### src/rtl/bpu_seq.sv
// bpu_seq: instruction sequencer and result collector for one BPU.
//
// Takes one job command at a time (optional serial kernel load, window height,
// right shift, window count). For each window it clears the BPU accumulator,
// issues one accumulate instruction per row, captures the signed popcount sum,
// and offers it on a valid/ready result port. Every output is a register.
//
// Optional feature macro: BPU_SEQ_RELU_EN
//   defined   - negative captured results are stored as 0
//   undefined - the raw signed result is passed through
//
// Ports:
//   clk, rst            clock; synchronous active-high reset
//   cmd_*               job command; cmd_ready is high only while idle
//   bpu_instruction     {psum_add, lut_sel[2:0], psum_rst}
//   bpu_height          latched rows per window (0 on the command becomes 7)
//   bpu_right_shift     latched image shift
//   bpu_wgt_input/_en   serial kernel load, MSB of the kernel first
//   bpu_popcnt_add      BPU accumulator, sampled at the end of the drain cycle
//   win_next            one-cycle pulse asking the image feeder for a window
//   res_valid/ready/data window result handshake
//   done                one-cycle pulse at job end
module bpu_seq #(
    parameter int unsigned KERNEL_BITS = 49,
    parameter int unsigned WIN_W       = 8
) (
    input  logic                   clk,
    input  logic                   rst,
    input  logic                   cmd_valid,
    output logic                   cmd_ready,
    input  logic                   cmd_load_wgt,
    input  logic [KERNEL_BITS-1:0] cmd_kernel,
    input  logic [2:0]             cmd_height,
    input  logic [2:0]             cmd_right_shift,
    input  logic [WIN_W-1:0]       cmd_num_win,
    output logic [4:0]             bpu_instruction,
    output logic [2:0]             bpu_height,
    output logic [2:0]             bpu_right_shift,
    output logic                   bpu_wgt_input,
    output logic                   bpu_wgt_en,
    input  logic signed [6:0]      bpu_popcnt_add,
    output logic                   win_next,
    output logic                   res_valid,
    input  logic                   res_ready,
    output logic signed [6:0]      res_data,
    output logic                   done
);

    // Step counter covers both the kernel bit index and the ACC row index.
    localparam int unsigned StepW = (KERNEL_BITS > 8) ? $clog2(KERNEL_BITS) : 3;
    localparam logic [StepW-1:0] LoadLast = StepW'(KERNEL_BITS - 1);

    typedef enum logic [2:0] {
        StIdle,
        StLoad,
        StClear,
        StAcc,
        StDrain,
        StOut,
        StFin
    } state_e;

    state_e                 state_q, state_d;
    logic [StepW-1:0]       step_q, step_d;
    logic [WIN_W-1:0]       rem_q, rem_d;
    logic [KERNEL_BITS-1:0] kern_q, kern_d;
    logic [2:0]             height_q, height_d;
    logic [2:0]             rshift_q, rshift_d;

    logic                   cmd_ready_q, cmd_ready_d;
    logic [4:0]             instr_q, instr_d;
    logic                   wgt_input_q, wgt_input_d;
    logic                   wgt_en_q, wgt_en_d;
    logic                   win_next_q, win_next_d;
    logic                   res_valid_q, res_valid_d;
    logic signed [6:0]      res_data_q, res_data_d;
    logic                   done_q, done_d;

    logic                   accept;
    logic signed [6:0]      pop_cap;

    assign accept = cmd_valid && (state_q == StIdle);

`ifdef BPU_SEQ_RELU_EN
    assign pop_cap = bpu_popcnt_add[6] ? 7'sd0 : bpu_popcnt_add;
`else
    assign pop_cap = bpu_popcnt_add;
`endif

    // State and datapath registers.
    always_ff @(posedge clk) begin
        if (rst) begin
            state_q     <= StIdle;
            step_q      <= '0;
            rem_q       <= '0;
            kern_q      <= '0;
            height_q    <= '0;
            rshift_q    <= '0;
            cmd_ready_q <= 1'b1;
            instr_q     <= '0;
            wgt_input_q <= 1'b0;
            wgt_en_q    <= 1'b0;
            win_next_q  <= 1'b0;
            res_valid_q <= 1'b0;
            res_data_q  <= '0;
            done_q      <= 1'b0;
        end else begin
            state_q     <= state_d;
            step_q      <= step_d;
            rem_q       <= rem_d;
            kern_q      <= kern_d;
            height_q    <= height_d;
            rshift_q    <= rshift_d;
            cmd_ready_q <= cmd_ready_d;
            instr_q     <= instr_d;
            wgt_input_q <= wgt_input_d;
            wgt_en_q    <= wgt_en_d;
            win_next_q  <= win_next_d;
            res_valid_q <= res_valid_d;
            res_data_q  <= res_data_d;
            done_q      <= done_d;
        end
    end

    // Next-state logic.
    always_comb begin
        state_d = state_q;
        case (state_q)
            StIdle: begin
                if (cmd_valid) begin
                    if (cmd_load_wgt) begin
                        state_d = StLoad;
                    end else if (cmd_num_win == '0) begin
                        state_d = StFin;
                    end else begin
                        state_d = StClear;
                    end
                end
            end
            StLoad: begin
                if (step_q == LoadLast) begin
                    state_d = (rem_q == '0) ? StFin : StClear;
                end
            end
            StClear: state_d = StAcc;
            StAcc: begin
                if (step_q[2:0] == height_q - 3'd1) begin
                    state_d = StDrain;
                end
            end
            StDrain: state_d = StOut;
            StOut: begin
                // Last window when exactly one remains before this handshake.
                if (res_ready) begin
                    state_d = (rem_q == WIN_W'(1)) ? StFin : StClear;
                end
            end
            StFin:   state_d = StIdle;
            default: state_d = StIdle;
        endcase
    end

    // Datapath next values: counters, kernel shifter, latched job fields.
    always_comb begin
        step_d   = step_q;
        rem_d    = rem_q;
        kern_d   = kern_q;
        height_d = height_q;
        rshift_d = rshift_q;

        if (state_d != state_q) begin
            step_d = '0;
        end else if (state_q == StLoad || state_q == StAcc) begin
            step_d = step_q + StepW'(1);
        end

        if (accept) begin
            rem_d    = cmd_num_win;
            kern_d   = cmd_kernel;
            height_d = (cmd_height == 3'd0) ? 3'd7 : cmd_height;
            rshift_d = cmd_right_shift;
        end else begin
            if (state_q == StLoad) begin
                kern_d = kern_q << 1;
            end
            if (state_q == StOut && res_ready) begin
                rem_d = rem_q - WIN_W'(1);
            end
        end
    end

    // Output logic, decoded from the next state so every output is registered
    // and lines up with the state it belongs to.
    always_comb begin
        cmd_ready_d = (state_d == StIdle);
        wgt_en_d    = (state_d == StLoad);
        wgt_input_d = (state_d == StLoad) && kern_d[KERNEL_BITS-1];
        win_next_d  = (state_d == StClear);
        res_valid_d = (state_d == StOut);
        done_d      = (state_d == StFin);

        instr_d = 5'b00000;
        if (state_d == StClear) begin
            instr_d = 5'b00001;
        end else if (state_d == StAcc) begin
            instr_d = {1'b1, step_d[2:0], 1'b0};
        end

        res_data_d = res_data_q;
        if (state_q == StDrain) begin
            res_data_d = pop_cap;
        end
    end

    assign cmd_ready       = cmd_ready_q;
    assign bpu_instruction = instr_q;
    assign bpu_height      = height_q;
    assign bpu_right_shift = rshift_q;
    assign bpu_wgt_input   = wgt_input_q;
    assign bpu_wgt_en      = wgt_en_q;
    assign win_next        = win_next_q;
    assign res_valid       = res_valid_q;
    assign res_data        = res_data_q;
    assign done            = done_q;

endmodule

### config.mk
export PLATFORM = sky130hd
export DESIGN_NAME = bpu_seq
export DESIGN_NICKNAME = d
export VERILOG_FILES = /design/src/rtl/bpu_seq.sv
export SDC_FILE = /design/constraint.sdc
export NUM_CORES = 1
export LEC_CHECK = 0
export BUFFER_PORTS_ARGS = -buffer_cell sky130_fd_sc_hd__buf_2
export CORE_MARGIN = 2
export CORE_UTILIZATION = 55
export CTS_BUF_LIST = sky130_fd_sc_hd__clkbuf_8
export DETAILED_ROUTE_END_ITERATION = 12
export GPL_ROUTABILITY_DRIVEN = 0
export GPL_TIMING_DRIVEN = 0
export PLACE_DENSITY = 0.82
export SETUP_SLACK_MARGIN = 0.15
export SYNTH_ARGS = -nofsm -noshare
export SYNTH_HDL_FRONTEND = slang
export SYNTH_SLANG_ARGS = --single-unit
### constraint.sdc
create_clock -name clk -period 3.9 [get_ports clk]
set_clock_uncertainty 0.1 [all_clocks]
set_input_delay 0 -clock clk [delete_from_list [all_inputs] [get_ports clk]]
set_output_delay 0 -clock clk [all_outputs]
set_load 0.01 [all_outputs]
==> impl_metrics.env <==
export IMPL_post_route_cells_drive_above_1_share=0.2247
export IMPL_fin_ws_ps=1646
export IMPL_yosysWarningCount=0
export IMPL_cts_setup_buffers=0
export IMPL_start_kind="flop"
export IMPL_drt_iter0_markers=118
export IMPL_synthArstFlopShare=0
export IMPL_syn_to_final_growth_pct=38.85
export IMPL_core_area_mm2=0.007253
export IMPL_clkLatencyLatePin_ps=360
export IMPL_track_usage=0.2815
export IMPL_drv_cap=0
export IMPL_final_cell_mix="107 x buf_2, 89 x dfxtp_1, 79 x nor2_1"
export IMPL_start_util=0.5656
export IMPL_final_antenna_net_count=0
export IMPL_setup_viol=0
export IMPL_hold_violations=0
export IMPL_dpl_worst_slack_ps=1992
export IMPL_path_clk_slew_ps=80
export IMPL_yosysSeqAreaShare=0.4343
export IMPL_final_common_cell="buf_2"
export IMPL_worstPathRequired_ps=4030
export IMPL_io_pins=99
export IMPL_clock_path_buffers=2
export IMPL_grt_pass1_wl_um=18870
export IMPL_fp_dieH_um=90.37
export IMPL_max_freq_mhz=443.6
export IMPL_fin_area_mm2=0.005697
export IMPL_synth_avg_cell_area_um2=9.410
export IMPL_worstPathArrival_ps=2380
export IMPL_diodes=0
export IMPL_tns_ps=0
export IMPL_die_area_mm2=0.008166
export IMPL_ir_drop_uv=243.8
export IMPL_fin_util=0.7854
export IMPL_synth_nets=517
export IMPL_wl_per_cell_um=15.70
export IMPL_hpwlAfterDp_um=7008
export IMPL_cts_buffers=9
export IMPL_p_leak_uw=0.002381
export IMPL_synthFlopType="dfxtp_1"
export IMPL_die_width_um=90.37
export IMPL_grt_overflow_total=0
export IMPL_cts_num_sinks=89
export IMPL_synth_cells=436
export IMPL_endpoint_kind="flop"
export IMPL_syn_area_mm2=0.004103
export IMPL_cts_root_buf="clkbuf_8"
export IMPL_synth_distinct_cells=51
export IMPL_rsz0062_at_grt="false"
export IMPL_rows=31
export IMPL_wirelength_um=11340
export IMPL_drt_pre_antenna_iters=4
export IMPL_dpl_cell_area_mm2=0.004712
export IMPL_maxSlewViolCount=0
export IMPL_hold_class="input port to flop"
export IMPL_period_needed_ps=2254
export IMPL_drc=0
export IMPL_slew_headroom=0.6240
export IMPL_antenna_found_initial=0
export IMPL_crit_path_max_fanout=10
export IMPL_status="complete, no violations"
export IMPL_yosys_register_bits=89
export IMPL_grt_pass1_vias=4171
export IMPL_cts_tree="done"
export IMPL_path_class="flop to flop"
export IMPL_vias=3972
export IMPL_portBuffers=97
export IMPL_detail_route_vias_per_cell=5.501
export IMPL_powerDensity_mw_per_mm2=414.6
export IMPL_fin_nets=699
export IMPL_max_slew_worst_pin_slew_ps=558.8
export IMPL_grt_max_degree=15
export IMPL_period_share=0.5780
export IMPL_synth_edff_count=0
export IMPL_cts_htree_levels=3
-- path summary, 6_finish.rpt --
path | start | end | slack [ps] | depth (start not counted)
worst min-delay path | cmd_height[0] | bpu_height[2] | 30 | 4
worst max-delay path | state_q[0] | bpu_height[1] | 1650 | 5
worst min register to register | bpu_right_shift[0] | bpu_right_shift[0] | 360 | 2
worst max register to register | state_q[0] | bpu_height[1] | 1650 | 5
-- layout make-up --
type	instances	area (um2)
repair buffers	171	1226
clock buffers	10	137.6
clock inverters	6	106.4
fillers	481	1556
multi-input cells	300	2064
well taps	99	123.9
inverters	10	37.54
flip-flops and latches	89	1782
plain buffers	37	219.0
-- cells in the mapped netlist (all sizes together), types with 2 or more instances --
master | n | area (um2)
inv | 10 | 37.54
o21ai | 2 | 10.01
nor2 | 80 | 302.8
a211oi | 54 | 410.4
buf | 20 | 155.2
nand2 | 14 | 52.55
nand3b | 2 | 15.01
nor4 | 3 | 18.77
nand4b | 3 | 26.28
or4b | 2 | 23.77
o211ai | 2 | 15.01
ha | 6 | 75.07
a221oi | 2 | 17.52
nor3 | 6 | 30.03
xor2 | 8 | 70.07
nor2b | 4 | 25.02
xnor2 | 2 | 17.52
clkbuf | 17 | 63.81
a21oi | 18 | 90.09
nand2b | 5 | 31.28
nand3 | 5 | 25.02
mux2i | 56 | 560.5
nand4 | 3 | 18.77
dfxtp | 89 | 1782
a22oi | 2 | 15.01
-- cell families (layout without fill, tap and decap cells) --
logic type | after synthesis | count (layout) | synth area share
mux | 57 | 57 | 0.1394
compound gates | 92 | 92 | 0.1610
xor+xnor | 11 | 11 | 0.02684
simple gates | 134 | 134 | 0.1577
buf+inv | 47 | 234 | 0.06252
flops | 89 | 89 | 0.4343
fa+ha+maj | 6 | 6 | 0.01830
-- power by group --
part,internal (uW),switching (uW)
Combinational,267,274
Sequential,1000,58.8
Clock,440,320
-- critical path, stage by stage (launching register included) --
cell           delay (ps)
dfxtp_1               390
or4b_4                560
buf_2                 220
nor3_1                220
dlygate4sd3_1         580
a211oi_1               50
-- per-stage QoR --
step	total power [uW]	std cells	hold WS [ps]
after floorplan	1406	436	35.96
final	2362	722	26.33
after global placement	1524	632	131.9
after CTS	2348	722	16.30
after detailed placement	1542	632	153.4
after global routing	2460	722	34.19
-- sequential cells by signal, indices dropped and copies added, names as in the netlist --
register         count
bpu_height           3
bpu_instruction      5
bpu_right_shift      3
bpu_wgt_en           1
bpu_wgt_input        1
cmd_ready            1
done                 1
kern_q              49
rem_q                8
res_data             7
res_valid            1
state_q              3
step_q               6
-- metal layers --
| metal | wire, um | GRT usage | part of all wire |
|---|---|---|---|
| met2 | 5741 | 0.5038 | 0.51 |
| met3 | 594 | 0.07095 | 0.052 |
| met1 | 4629 | 0.3190 | 0.41 |
| met4 | 370 | 0.1154 | 0.033 |
| met5 | 0 | 0 | 0 |
-- what timing repair did --
item                                   4_1_cts  5_1_grt
resized for setup                            0        0
hold buffers                                74        0
endpoints found under the hold margin       72        0
Power figures use the tool's default switching activity.
